===== src/rtl/bcd2bin_seq.sv =====
// Sequential 5-digit BCD to 17-bit binary converter.
// One digit per clock (most significant first), fixed 6-cycle latency from START to DONE.
module bcd2bin_seq (
    input  logic        CLOCK_50,
    input  logic        RESET,
    input  logic        START,
    input  logic [3:0]  BCD0,
    input  logic [3:0]  BCD1,
    input  logic [3:0]  BCD2,
    input  logic [3:0]  BCD3,
    input  logic [3:0]  BCD4,
    output logic [16:0] BIN,
    output logic        BUSY,
    output logic        DONE,
    output logic        ERR,
    output logic [1:0]  fsm_state
);

    typedef enum logic [1:0] {
        IDLE = 2'd0,
        CONV = 2'd1,
        FIN  = 2'd2
    } state_t;

    state_t      state;
    logic [19:0] digits;
    logic [16:0] acc;
    logic [2:0]  index;
    logic        invalid;

    logic [3:0]  digit;
    logic [16:0] acc_next;

    // Current digit, selected from the captured copy so input changes after capture are ignored.
    always_comb begin
        digit = 4'd0;
        case (index)
            3'd0:    digit = digits[3:0];
            3'd1:    digit = digits[7:4];
            3'd2:    digit = digits[11:8];
            3'd3:    digit = digits[15:12];
            3'd4:    digit = digits[19:16];
            default: digit = 4'd0;
        endcase
        acc_next = (acc << 3) + (acc << 1) + {13'd0, digit};
    end

    assign BUSY      = (state != IDLE);
    assign fsm_state = state;

    always_ff @(posedge CLOCK_50) begin
        if (RESET) begin
            state   <= IDLE;
            digits  <= 20'd0;
            acc     <= 17'd0;
            index   <= 3'd0;
            invalid <= 1'b0;
            BIN     <= 17'd0;
            ERR     <= 1'b0;
            DONE    <= 1'b0;
        end else begin
            case (state)
                IDLE: begin
                    DONE <= 1'b0;
                    if (START) begin
                        digits  <= {BCD4, BCD3, BCD2, BCD1, BCD0};
                        acc     <= 17'd0;
                        index   <= 3'd4;
                        invalid <= (BCD4 > 4'd9) || (BCD3 > 4'd9) || (BCD2 > 4'd9) ||
                                   (BCD1 > 4'd9) || (BCD0 > 4'd9);
                        state   <= CONV;
                    end
                end
                CONV: begin
                    acc <= acc_next;
                    if (index == 3'd0) begin
                        // BIN/ERR only change here, so they hold steady through the next conversion.
                        BIN   <= invalid ? 17'd0 : acc_next;
                        ERR   <= invalid;
                        DONE  <= 1'b1;
                        state <= FIN;
                    end else begin
                        index <= index - 3'd1;
                    end
                end
                FIN: begin
                    DONE  <= 1'b0;
                    state <= IDLE;
                end
                default: begin
                    DONE  <= 1'b0;
                    state <= IDLE;
                end
            endcase
        end
    end

endmodule


===== config.mk =====
export PLATFORM = sky130hd
export DESIGN_NAME = bcd2bin_seq
export DESIGN_NICKNAME = d
export VERILOG_FILES = /design/src/rtl/bcd2bin_seq.sv
export SDC_FILE = /design/constraint.sdc
export NUM_CORES = 1
export LEC_CHECK = 0
export CAP_MARGIN = 20
export CORE_MARGIN = 3
export CORE_UTILIZATION = 49
export DETAILED_ROUTE_END_ITERATION = 10
export PLACE_DENSITY = 0.76
export SYNTH_ARGS = -nofsm -noshare
export SYNTH_HDL_FRONTEND = slang
export SYNTH_SLANG_ARGS = --single-unit

===== constraint.sdc =====
create_clock -name CLOCK_50 -period 2.86 [get_ports CLOCK_50]
set_input_delay 0.286 -clock CLOCK_50 [delete_from_list [all_inputs] [get_ports CLOCK_50]]
set_output_delay 0.286 -clock CLOCK_50 [all_outputs]
set_load 0.02 [all_outputs]

==> results.md <==
- Outcome: finished, violations left
- Violated checks: negative setup slack
- Slack of the critical path: -0.294 ns
- Unrepaired setup endpoints after global routing: true
- Power per cell area: 423 nW/µm²
- Worst-case hold slack: 0.457 ns
- Die W: 87.3 µm
- Period utilisation layout: 110%
- Arrival time at the worst endpoint: 3.39 ns
- Die area: 7630 µm²
- Synth Register Bits: 61
- Max-cap violations: 0
- Maximum clock rate: 317 MHz
- Kind of critical path: flip-flop to flip-flop
- Element type at the critical path start: flip-flop
- Final routed wire length divided by cell count: 16.2 µm
- Min Tclk post-route: 3.15 ns
- Post-DR vias/cell: 5.79
- Total power: 1.84 mW
- CTS clk-pin slew, worst paths: 0.07 ns
- Hold Path End: digits[0]
- Top cells by count, synth: sky130_fd_sc_hd__dfxtp_1, sky130_fd_sc_hd__nand2_1, sky130_fd_sc_hd__a21oi_1, sky130_fd_sc_hd__ha_1, sky130_fd_sc_hd__nor2_1
- Required time worst endpoint: 3.10 ns
- Number of cells on the worst hold path: 2
- Main area contributors after synthesis: sky130_fd_sc_hd__dfxtp_1, sky130_fd_sc_hd__ha_1, sky130_fd_sc_hd__a21oi_1
- Headroom to the max-slew limit: 35.9%
- CTS root buf: sky130_fd_sc_hd__clkbuf_8
- Final instance area: 4350 µm²
- Share of total power consumed by net switching: 28.2%
- Static leakage power: 1.76 nW
- Detailed Place HPWL: 5850 µm
- Number of flops mapped to enable cells by yosys: 0
- Total nets after synthesis: 438
- Hold_buf cts: 0
- Share of total power in the clock network: 33.9%
- Ports placed on the boundary: 45
- Hold wc startpoint: digits[0]
- Number of vias in the routed layout: 3041
- Number of remaining DRC errors: 0
- Top-area cell type share of the netlist area: 37.7%
- Initial antenna violation count: 0
- Post-Route Utilization: 68.1%
- Final count of negative-setup-slack endpoints: 22
- Sequential cell area fraction in the yosys report: 37.7%
- First-pass DRT Iterations: 5
- Post-detailed-routing wire length: 8510 µm
- Worst R2R Path Depth: 15
- Cell Area, Synth: 3240 µm²
- Worst hold path class: flip-flop to flip-flop
- Reg-to-reg startpoint: index[1]
- Ratio of cells with drive above 1 in the final layout: 19.6%
- Core footprint: 6390 µm²
- Tot GR Track Use: 23.3%
- Post-synth cell types: 46
- P_int: 1.32 mW
- Total net switching power: 0.520 mW
- Most instantiated flip-flop cell in the synthesis netlist: sky130_fd_sc_hd__dfxtp_1
- Count of buffers from port buffering: 44
- Seq pwr share: 49.7%
- FF-to-FF End: BIN[10]
- Sum of overflow across all layers after global routing: 0
- Yosys warning total: 0
- Number of clock buffers inserted by TritonCTS: 9
- Async set-or-reset flop fraction in the synthesized netlist: 0%
- FILL cells: 519
- Number of pins with negative max-slew slack in the final report: 0
- Average size of a mapped cell: 8.53 µm²
- Clock skew: 0.00767 ns
- Maximum number of pins on one net before global-route repair: 25
- Total number of nets in the final design: 503
- Biggest area consumer among synthesized cells: sky130_fd_sc_hd__dfxtp_1
- DRC marker count from the first detailed-route iteration: 209
- Final Wtd Congestion: 0.899
- Kind of end point of the critical path: flip-flop
- Most frequent cell after synthesis: sky130_fd_sc_hd__dfxtp_1
- Global-route wire length before repair: 13700 µm
- Final Hold Vio Count: 0
- Area of all sequential standard cells: 1230 µm²
- Synthesized instance count: 380
- Area added between synthesis and finish: 34.1%
- Via count of the first global-routing pass: 2850
- Logic gate share of total power: 16.4%
- Worst vdd rail ir drop: 0.000318 V
- Initial standard-cell utilization of the core: 50.8%
- Multi-input gate area: 2160 µm²
- Number of rows in the core area: 29
- Number of sinks driven by the clock tree: 61
- Maximum fanout encountered on the critical timing path: 4
- Clk Latency, worst-skew pair: 0.35 ns
- Clock tree from TritonCTS: built
- Number of buffers on the longest clock path: 2
- # H-tree levels: 3
- Placed cell area: 3880 µm²
- Antenna cell count: 0
- Die extent in y: 87.3 µm
- Tightest Pin Transition: 0.958 ns
- Antenna-violating nets left: 0
- Register-to-register setup slack: -0.29 ns
[flip-flops by register name, indices dropped and copies added, names as in the netlist]
name	flops
digits	20
BIN	17
acc	16
index	3
fsm_state	2
DONE	1
ERR	1
invalid	1
[layer usage]
metal | GRT usage [%] | part of all wire (%) | wire (µm)
met5 | 0 | 0 | 0
met4 | 9.90 | 1.7 | 145
met3 | 5.58 | 5.3 | 449
met2 | 32.5 | 45 | 3800
met1 | 33.8 | 48 | 4120
[repair_timing]
action,4_1_cts,5_1_grt
resized for setup,17,33
endpoints found under the setup margin,22,25
pin swaps,13,27
buffers inserted,4,8
[worst max-delay path: stages, from the launching register on]
cell	delay, ns
sky130_fd_sc_hd__dfxtp_4	0.38
sky130_fd_sc_hd__inv_4	0.05
sky130_fd_sc_hd__ha_4	0.17
sky130_fd_sc_hd__buf_4	0.13
sky130_fd_sc_hd__a22oi_2	0.16
sky130_fd_sc_hd__a21oi_1	0.09
sky130_fd_sc_hd__a31o_2	0.24
sky130_fd_sc_hd__ha_4	0.22
sky130_fd_sc_hd__ha_4	0.16
sky130_fd_sc_hd__inv_2	0.06
sky130_fd_sc_hd__fa_2	0.24
sky130_fd_sc_hd__nor2b_4	0.06
sky130_fd_sc_hd__o31ai_4	0.32
sky130_fd_sc_hd__a21oi_2	0.12
sky130_fd_sc_hd__or3_4	0.40
sky130_fd_sc_hd__a32o_1	0.24
[placed cells by master (no fill, tap or decap), drive strengths merged, types with 8 or more instances in the layout]
master	Yosys	layout
dfxtp	61	61
nand2	56	56
a21oi	48	48
clkdlybuf4s50	0	44
ha	33	33
nor2	31	31
buf	1	29
o21ai	17	17
a32o	15	15
clkbuf	18	11
a22oi	10	10
or3	10	10
inv	10	10
nand3	8	8
[power groups by stage]
stage	clock network [mW]	registers [mW]	logic (mW)
finish	0.624	0.914	0.302
global route	0.672	0.918	0.333
CTS	0.633	0.912	0.281
detailed placement	0	0.930	0.274
global placement	0	0.930	0.269
floorplan	0	0.924	0.166
[cells by family after synthesis]
kind of cell             after synthesis  share of synthesized area [%]
adder cells (fa/ha/maj)               35                           14.0
buffers and inverters                 29                           3.59
flip-flops                            61                           37.7
AND/OR/NAND/NOR                      126                           17.5
XOR/XNOR                               5                           1.35
AO/OA/AOI/OAI                        124                           25.9
[through the flow]
stage | std cells | TNS, ns | setup WS (ns)
2_1_floorplan | 380 | -0.726 | -0.101
3_3_place_gp | 499 | -3.51 | -0.278
3_5_place_dp | 499 | -4.67 | -0.324
4_1_cts | 517 | -1.91 | -0.144
5_1_grt | 525 | -6.62 | -0.387
6_report | 525 | -3.82 | -0.294
[cell type report]
cell class,count,share of cell area [%]
Clock buffer,11,3.02
Clock inverter,3,0.345
Inverter,10,1.04
Multi-Input combinational cell,290,49.6
Sequential cell,61,28.3
Tap cell,77,2.22
Timing Repair Buffer,73,15.5
[worst max path at each step]
stage | slack (ns) | depth (start not counted) | to | from
floorplan | -0.10 | 14 | BIN[11] | index[0]
global placement | -0.28 | 13 | BIN[11] | index[1]
detailed placement | -0.32 | 13 | BIN[13] | index[1]
CTS | -0.14 | 12 | BIN[9] | index[0]
global route | -0.39 | 15 | BIN[10] | index[0]
finish | -0.29 | 15 | BIN[10] | index[1]
Note: power is estimated with default switching activity, not from simulation.
